[src/rtl/moving_avg_pkg.sv]
// Shared widths and helpers for the moving-average filter and its
// moving-sum decoder.
package moving_avg_pkg;

   localparam int DEFAULT_WIND_WIDTH = 4;
   localparam int DEFAULT_DATA_WIDTH = 16;

   // A sum of 2**wind_width samples needs wind_width extra bits to stay exact.
   function automatic int sum_width(input int wind_width, input int data_width);
      return data_width + wind_width;
   endfunction

endpackage

[src/rtl/moving_sum_dec_sdp_ram.sv]
// Simple dual-port RAM holding the last N reconstructed samples.
// One write port and one registered read port; contents are not reset.
module moving_sum_dec_sdp_ram #(
   parameter int ADDR_WIDTH = 4,
   parameter int DATA_WIDTH = 16
) (
   input  logic                  clk,
   input  logic                  we,
   input  logic [ADDR_WIDTH-1:0] waddr,
   input  logic [DATA_WIDTH-1:0] din,
   input  logic                  re,
   input  logic [ADDR_WIDTH-1:0] raddr,
   output logic [DATA_WIDTH-1:0] dout
);

   (* ram_style = "block" *) logic [DATA_WIDTH-1:0] mem [0:(2**ADDR_WIDTH)-1];
   logic [DATA_WIDTH-1:0] dout_q;

   always_ff @(posedge clk) begin
      if (we) begin
         mem[waddr] <= din;
      end
      if (re) begin
         dout_q <= mem[raddr];
      end
   end

   assign dout = dout_q;

endmodule

[src/rtl/moving_sum_decoder.sv]
// Recovers x[n] from a full-precision moving sum using
// x[n] = s[n] - s[n-1] + x[n-N], with past samples in a circular RAM.
module moving_sum_decoder
   import moving_avg_pkg::*;
#(
   parameter int WIND_WIDTH = DEFAULT_WIND_WIDTH,
   parameter int DATA_WIDTH = DEFAULT_DATA_WIDTH,
   localparam int SUM_WIDTH = sum_width(WIND_WIDTH, DATA_WIDTH)
) (
   input  logic                  clk,
   input  logic                  reset,
   input  logic [SUM_WIDTH-1:0]  s_N,
   input  logic                  s_N_valid,
   output logic [DATA_WIDTH-1:0] x_N,
   output logic                  x_N_valid,
   output logic                  window_full,
   output logic                  overflow
);

   localparam logic [WIND_WIDTH-1:0] ADDR_LAST = '1;

   logic [WIND_WIDTH-1:0] addr_q, addr_d;
   logic                  window_full_q, window_full_d;
   logic [SUM_WIDTH-1:0]  s_prev_q, s_prev_d;

   logic [SUM_WIDTH-1:0]  diff_q, diff_d;
   logic [WIND_WIDTH-1:0] addr_s1_q, addr_s1_d;
   logic                  wf_at_accept_q, wf_at_accept_d;
   logic                  v1_q, v1_d;

   logic [DATA_WIDTH-1:0] x_q, x_d;
   logic                  x_valid_q, x_valid_d;
   logic                  overflow_q, overflow_d;

   logic [DATA_WIDTH-1:0] ram_dout;
   logic [SUM_WIDTH-1:0]  history;
   logic [SUM_WIDTH-1:0]  x_full;

   moving_sum_dec_sdp_ram #(
      .ADDR_WIDTH (WIND_WIDTH),
      .DATA_WIDTH (DATA_WIDTH)
   ) u_ram (
      .clk   (clk),
      .we    (v1_q),
      .waddr (addr_s1_q),
      .din   (x_full[DATA_WIDTH-1:0]),
      .re    (s_N_valid),
      .raddr (addr_q),
      .dout  (ram_dout)
   );

   // Until the window has filled, the RAM slot holds stale data and the
   // sample leaving the window is by definition zero.
   assign history = wf_at_accept_q ? {{WIND_WIDTH{1'b0}}, ram_dout} : '0;
   assign x_full  = diff_q + history;

   always_comb begin
      addr_d         = addr_q;
      window_full_d  = window_full_q;
      s_prev_d       = s_prev_q;
      diff_d         = diff_q;
      addr_s1_d      = addr_s1_q;
      wf_at_accept_d = wf_at_accept_q;
      v1_d           = s_N_valid;
      x_d            = x_q;
      x_valid_d      = v1_q;
      overflow_d     = overflow_q;

      if (s_N_valid) begin
         diff_d         = s_N - s_prev_q;
         s_prev_d       = s_N;
         addr_s1_d      = addr_q;
         wf_at_accept_d = window_full_q;
         addr_d         = addr_q + WIND_WIDTH'(1);
         if (addr_q == ADDR_LAST) begin
            window_full_d = 1'b1;
         end
      end

      if (v1_q) begin
         x_d        = x_full[DATA_WIDTH-1:0];
         overflow_d = overflow_q | (|x_full[SUM_WIDTH-1:DATA_WIDTH]);
      end
   end

   always_ff @(posedge clk or posedge reset) begin
      if (reset) begin
         addr_q         <= '0;
         window_full_q  <= 1'b0;
         s_prev_q       <= '0;
         diff_q         <= '0;
         addr_s1_q      <= '0;
         wf_at_accept_q <= 1'b0;
         v1_q           <= 1'b0;
         x_q            <= '0;
         x_valid_q      <= 1'b0;
         overflow_q     <= 1'b0;
      end else begin
         addr_q         <= addr_d;
         window_full_q  <= window_full_d;
         s_prev_q       <= s_prev_d;
         diff_q         <= diff_d;
         addr_s1_q      <= addr_s1_d;
         wf_at_accept_q <= wf_at_accept_d;
         v1_q           <= v1_d;
         x_q            <= x_d;
         x_valid_q      <= x_valid_d;
         overflow_q     <= overflow_d;
      end
   end

   assign x_N         = x_q;
   assign x_N_valid   = x_valid_q;
   assign window_full = window_full_q;
   assign overflow    = overflow_q;

endmodule

[config.mk]
export PLATFORM = sky130hd
export DESIGN_NAME = moving_sum_decoder
export DESIGN_NICKNAME = d
export VERILOG_FILES = /design/src/rtl/moving_avg_pkg.sv /design/src/rtl/moving_sum_dec_sdp_ram.sv /design/src/rtl/moving_sum_decoder.sv
export SDC_FILE = /design/constraint.sdc
export NUM_CORES = 1
export LEC_CHECK = 0
export ABC_AREA = 1
export CAP_MARGIN = 15
export CORE_MARGIN = 2
export CORE_UTILIZATION = 62
export CTS_CLUSTER_DIAMETER = 80
export DETAILED_ROUTE_END_ITERATION = 8
export GPL_TIMING_DRIVEN = 0
export HOLD_SLACK_MARGIN = 0.02
export PLACE_DENSITY = 0.9
export SLEW_MARGIN = 0
export SYNTH_ARGS = -nofsm -noshare
export SYNTH_HDL_FRONTEND = slang
export SYNTH_SLANG_ARGS = --single-unit
[constraint.sdc]
create_clock -name clk -period 3.25 [get_ports clk]
set_input_delay 0.975 -clock clk [delete_from_list [all_inputs] [get_ports clk]]
set_output_delay 0.975 -clock clk [all_outputs]
set_load 0.03 [all_outputs]
[Word-level counts from Yosys, hierarchy flattened]
Memory sizes are Yosys's and may differ from the RTL's. A register that Yosys moved wholly into a read port is not among the register bits.
Index checks and enable logic that the tools add are counted.
Word-level totals
  memories: 1
  bits in latches: 0
  logic and storage cells: 21
  output and inout bits: 19
  bits in writable memories: 256
  register bits after elaboration: 69
  input port bits: 23
  bits in read-only memories: 0
Memory list
  u_ram.mem: depth 16, width 16, read ports 1, clocked after Yosys merged registers in 1, write ports 1, line moving_sum_dec_sdp_ram.sv:16  | (* ram_style = "block" *) logic [DATA_WIDTH-1:0] mem [0:(2**ADDR_WIDTH)-1];
Operators by class
  multiplexer cells: 3
  order comparisons: 0
  $mul: 0
  add/sub/neg operators: 3
  reduce and logical (&&, ||, !) cells: 2
  eq/ne operators: 1
  div/mod/pow operators: 0
  shift-type cells: 0
  bitwise operators: 1
Operators by type and width (number)
  $add A20 B16 Y20: 1
  $sub A20 B20 Y20: 1
  $mux W16: 1
  $add A4 B1 Y4 const B: 1
  $eq A4 B4 Y1 const B: 1
  $reduce_or A4 Y1: 1
  $mux W1: 2
  $reduce_and A2 Y1: 1
  $or A1 B1 Y1: 1

[Logic depth before layout (Yosys ltp)]
  depth after elaboration: 4
  depth in mapped cells: 19
  gate-level depth less buffers: 17

[By module]
Synthesis repeated with hierarchy kept, for this count alone.
Second synthesis, totals
  cells, all modules: 1775
  area total of the unflattened synthesis: 16477.1 um^2
By module, submodules not included
  moving_sum_dec_sdp_ram: times used 1, cells each 1074, area each 11541.1 um^2
  moving_sum_decoder: times used 1, cells each 701, area each 4936.0 um^2

[Worst setup path before layout]
OpenSTA, ideal clock, no wires.
  path type: register to register
  start point: register wf_at_accept_q
  end point: memory u_ram.mem[0][14] (data pin)
  arrival: 2212 ps
  path buffers: 2
  stages on the path, launching flop included: 12
  period minus slack after synthesis: 2516 ps
  setup slack: 734 ps
  cell sequence: dfrtp_1 -> clkbuf_1 -> clkbuf_1 -> nand2_1 -> inv_1 -> ha_1 -> nand2_1 -> nor2_1 -> nand3_1 -> nand3_1 -> a21oi_1 -> xnor2_1
Between the ends
  word-level cells in the longest chain between the ends: 2
Ends and longest elaborated chain
  start, declared: line moving_sum_decoder.sv:28  | logic wf_at_accept_q, wf_at_accept_d;
  start signal, assigned: line moving_sum_decoder.sv:104  | wf_at_accept_q <= wf_at_accept_d;
  $mux W16: line moving_sum_decoder.sv:54  | assign history = wf_at_accept_q ? {{WIND_WIDTH{1'b0}}, ram_dout} : '0;
  $add A20 B16 Y20: line moving_sum_decoder.sv:55  | assign x_full = diff_q + history;
  via u_ram.din[14]: line moving_sum_dec_sdp_ram.sv:10  | input logic [DATA_WIDTH-1:0] din,
  end, declared: line moving_sum_dec_sdp_ram.sv:16
The timed path passes the listed nets, and every way through them passes these cells.

==> results.toml <==
[status]
outcome = "completed"

[cts]
tritoncts = "done"
htreeDepth = 2
cts-root-buf = "clkbuf_16"
numCtsBuffers = 34
clk_latency_ns = 0.54
postCtsHoldBufs = 0
cts_sinks = 341
clockBufferDepth = 3
path_clk_slew_ns = 0.06

[synth]
synth_area_leaders = "edfxtp_1 53%, dfrtp_1 11%, nand2_1 6.3%"
synth_seq_cells = 341
yosysWarnings = 0
avgSynthCellArea_um2 = 11.1
yosysSeqAreaShare = 0.638
yosysTopAreaCell = "edfxtp_1"
netlist-cell-type-count = 37
synth_enable_flop_cells = 272
yosysTopAreaCellShare = 0.527
synthArstFlopShare = 0.202
synth_cells = 1401
syn-num-nets = 1462
synthFlopType = "edfxtp_1"
syn_area_um2 = 15500

[detailed_routing]
num_vias = 11900
dr.pass1.iters = 9
drc = 0
vias_per_cell = 6.45
dr_wl_met3_um = 5860
drt-total-wl_um = 46000
drt-initial-drc-count = 1664
wl_met1_um = 15900
dr.max_layer_used = "met4"
avgRoutedWirePerCell_um = 24.8
ant_nets = 0
wl_met2_um = 21600

[sta]
rsz0062_at_grt = "no"
maxSlewViolCount = 0
max_freq_mhz = 312
final.setup_skew_ns = 0.0255
fin_crit_ns = 3.21
finalHoldViolCount = 0
tightest_slew_ns = 1.07
fin_crit_sh = 0.988
slew_headroom = 0.285
timing.hold.ws_ns = 0.488
tns_ns = 0
setup_viol = 0
setup_ws_ns = 0.0404

[setup_path]
end_kind = "register"
regToRegEndpoint = "u_ram.mem[9][8]"
crit_slowest_cell = "clkdlybuf4s50_1"
ff2ff_setup_slack_ns = 0.16
crit_arrival_ns = 3.67
critPathBufInv = 3
worst_setup_path_start_kind = "input port"
worst-path-max-fanout = 20
crit_type = "in -> reg"
reg2reg_from = "wf_at_accept_q"
cp.required_ns = 3.71
cp_top_family = "buffers and inverters"
r2r_cells = 10
critical-path-max-stage-delay_ns = 1.12
crit_chain = "clkdlybuf4s50_1 -> buf_2 -> clkbuf_1 -> nand3_1 -> o21ai_0"
worst-path-stages = 5

[floorplan]
std_cell_rows = 57
fp.dieH_um = 162
dieArea_um2 = 26300
io_pins = 42
start_util = 0.634
core-area_um2 = 24500
die-width_um = 162

[place]
dp_hpwl_um = 29500
numPortBuffers = 41
routabilityCongestion = 0.954
post-place-ws_ns = -0.423
postPlaceCellArea_um2 = 16700

[global_route]
grt_pass1_vias = 11900
grt_max_degree = 70
antenna_found_initial = 0
grt_use_total = 0.353
grt_pass1_wl_um = 68800
grt_overflow_total = 0

[power]
vdd_drop_max_mv = 0.747
powerDensity_nw_per_um2 = 1050
p_leak_nw = 7.35

[finish]
fin_area_um2 = 18000
nFillCells = 1438
area_delta_synth_final_pct = 15.9
multi_input_area_um2 = 4850
diodes = 0
drive_above_1_share = 0.0864
area.sequential_um2 = 9890
final_common_cell = "edfxtp_1"
final_util = 0.735
finalNetCount = 1562
layout_common_cells = "272 x edfxtp_1, 260 x nand2_1, 161 x inv_1, 125 x o21ai_0, 94 x a21oi_1"

[job]
drv_cap = 0

[hold_path]
hold_path_end = "overflow"
min_path_cells = 2
holdCritPathClass = "reg -> reg"
min_from = "overflow"
cell type report:
class                      instances  area share
buffer                            60      0.0163
tap                              324      0.0225
multi-input combinational        837       0.269
clock inverter                    15      0.0120
sequential                       341       0.550
clock buffer                      47      0.0547
inverter                         163      0.0342
timing repair buffer              64      0.0407
worst max-delay path by stage:
stage,end,from,slack [ns]
3_3_place_gp,s_prev_q[17],reset,-0.74
3_5_place_dp,diff_q[18],s_N_valid,-0.42
6_report,diff_q[18],s_N_valid,0.04
2_1_floorplan,addr_q[0],reset,0.54
4_1_cts,x_N[14],wf_at_accept_q,0.04
5_1_grt,u_ram.mem[9][8],wf_at_accept_q,0.03
report_power, final:
| part | internal (mW) | switching (mW) | total [mW] |
|---|---|---|---|
| sequential | 6.62 | 0.330 | 6.95 |
| combinational | 2.12 | 5.56 | 7.68 |
| clock | 2.47 | 1.76 | 4.23 |
| total | 11.2 | 7.64 | 18.9 |
worst min-delay path: cells and delay by family (launching register included):
kind                   cells  cell delay, ns
flip-flops                 1            0.36
buffers and inverters      1            0.04
AND/OR/NAND/NOR            1            0.05
state kept, by name, summed over array words and instances, names as in the netlist:
| name | count |
|---|---|
| addr_q | 4 |
| addr_s1_q | 4 |
| diff_q | 20 |
| overflow | 1 |
| s_prev_q | 20 |
| u_ram.dout | 16 |
| u_ram.mem | 256 |
| v1_q | 1 |
| wf_at_accept_q | 1 |
| window_full | 1 |
| x_N | 16 |
| x_N_valid | 1 |
Yosys cell counts, types with 5 or more instances:
cell type	number
nor2_1	68
dfrtp_1	69
ha_1	36
nand4_1	11
edfxtp_1	272
xnor2_1	9
o21ai_1	6
xor2_1	15
buf_1	11
buf_4	9
clkbuf_1	27
nand3_1	56
mux2i_1	64
o211ai_1	64
buf_2	11
nor3_1	5
o21ai_0	125
a21oi_1	94
inv_1	162
nand2_1	260
per-layer routing:
layer	vias up	GRT usage
met3	226	0.0871
met5	-	0
met1	5624	0.444
li1	5077	-
met4	0	0.171
met2	1004	0.578
logic make-up (layout without fill, tap and decap cells):
logic type,after synthesis,count (layout),share of synthesized area
AOI/OAI and AO/OA,303,303,0.110
xor gates and xnor gates,24,24,0.0136
adders and majority gates,38,38,0.0316
buffers and inverters,223,349,0.0582
DFF,341,341,0.638
muxes,64,64,0.0413
and+or+nand+nor,408,408,0.107
through the flow:
step           total power, mW  cells
2_1_floorplan             11.0   1401
3_3_place_gp              13.3   1766
3_5_place_dp              14.0   1788
4_1_cts                   18.4   1850
5_1_grt                   19.3   1851
6_report                  18.9   1851
repair_timing:
action	4_1_cts	5_1_grt
pin swaps	0	1
endpoints found under the setup margin	48	113
buffers inserted	0	1
cloned	0	0
resized for setup	3	4
(Power assumes the default switching activity.)
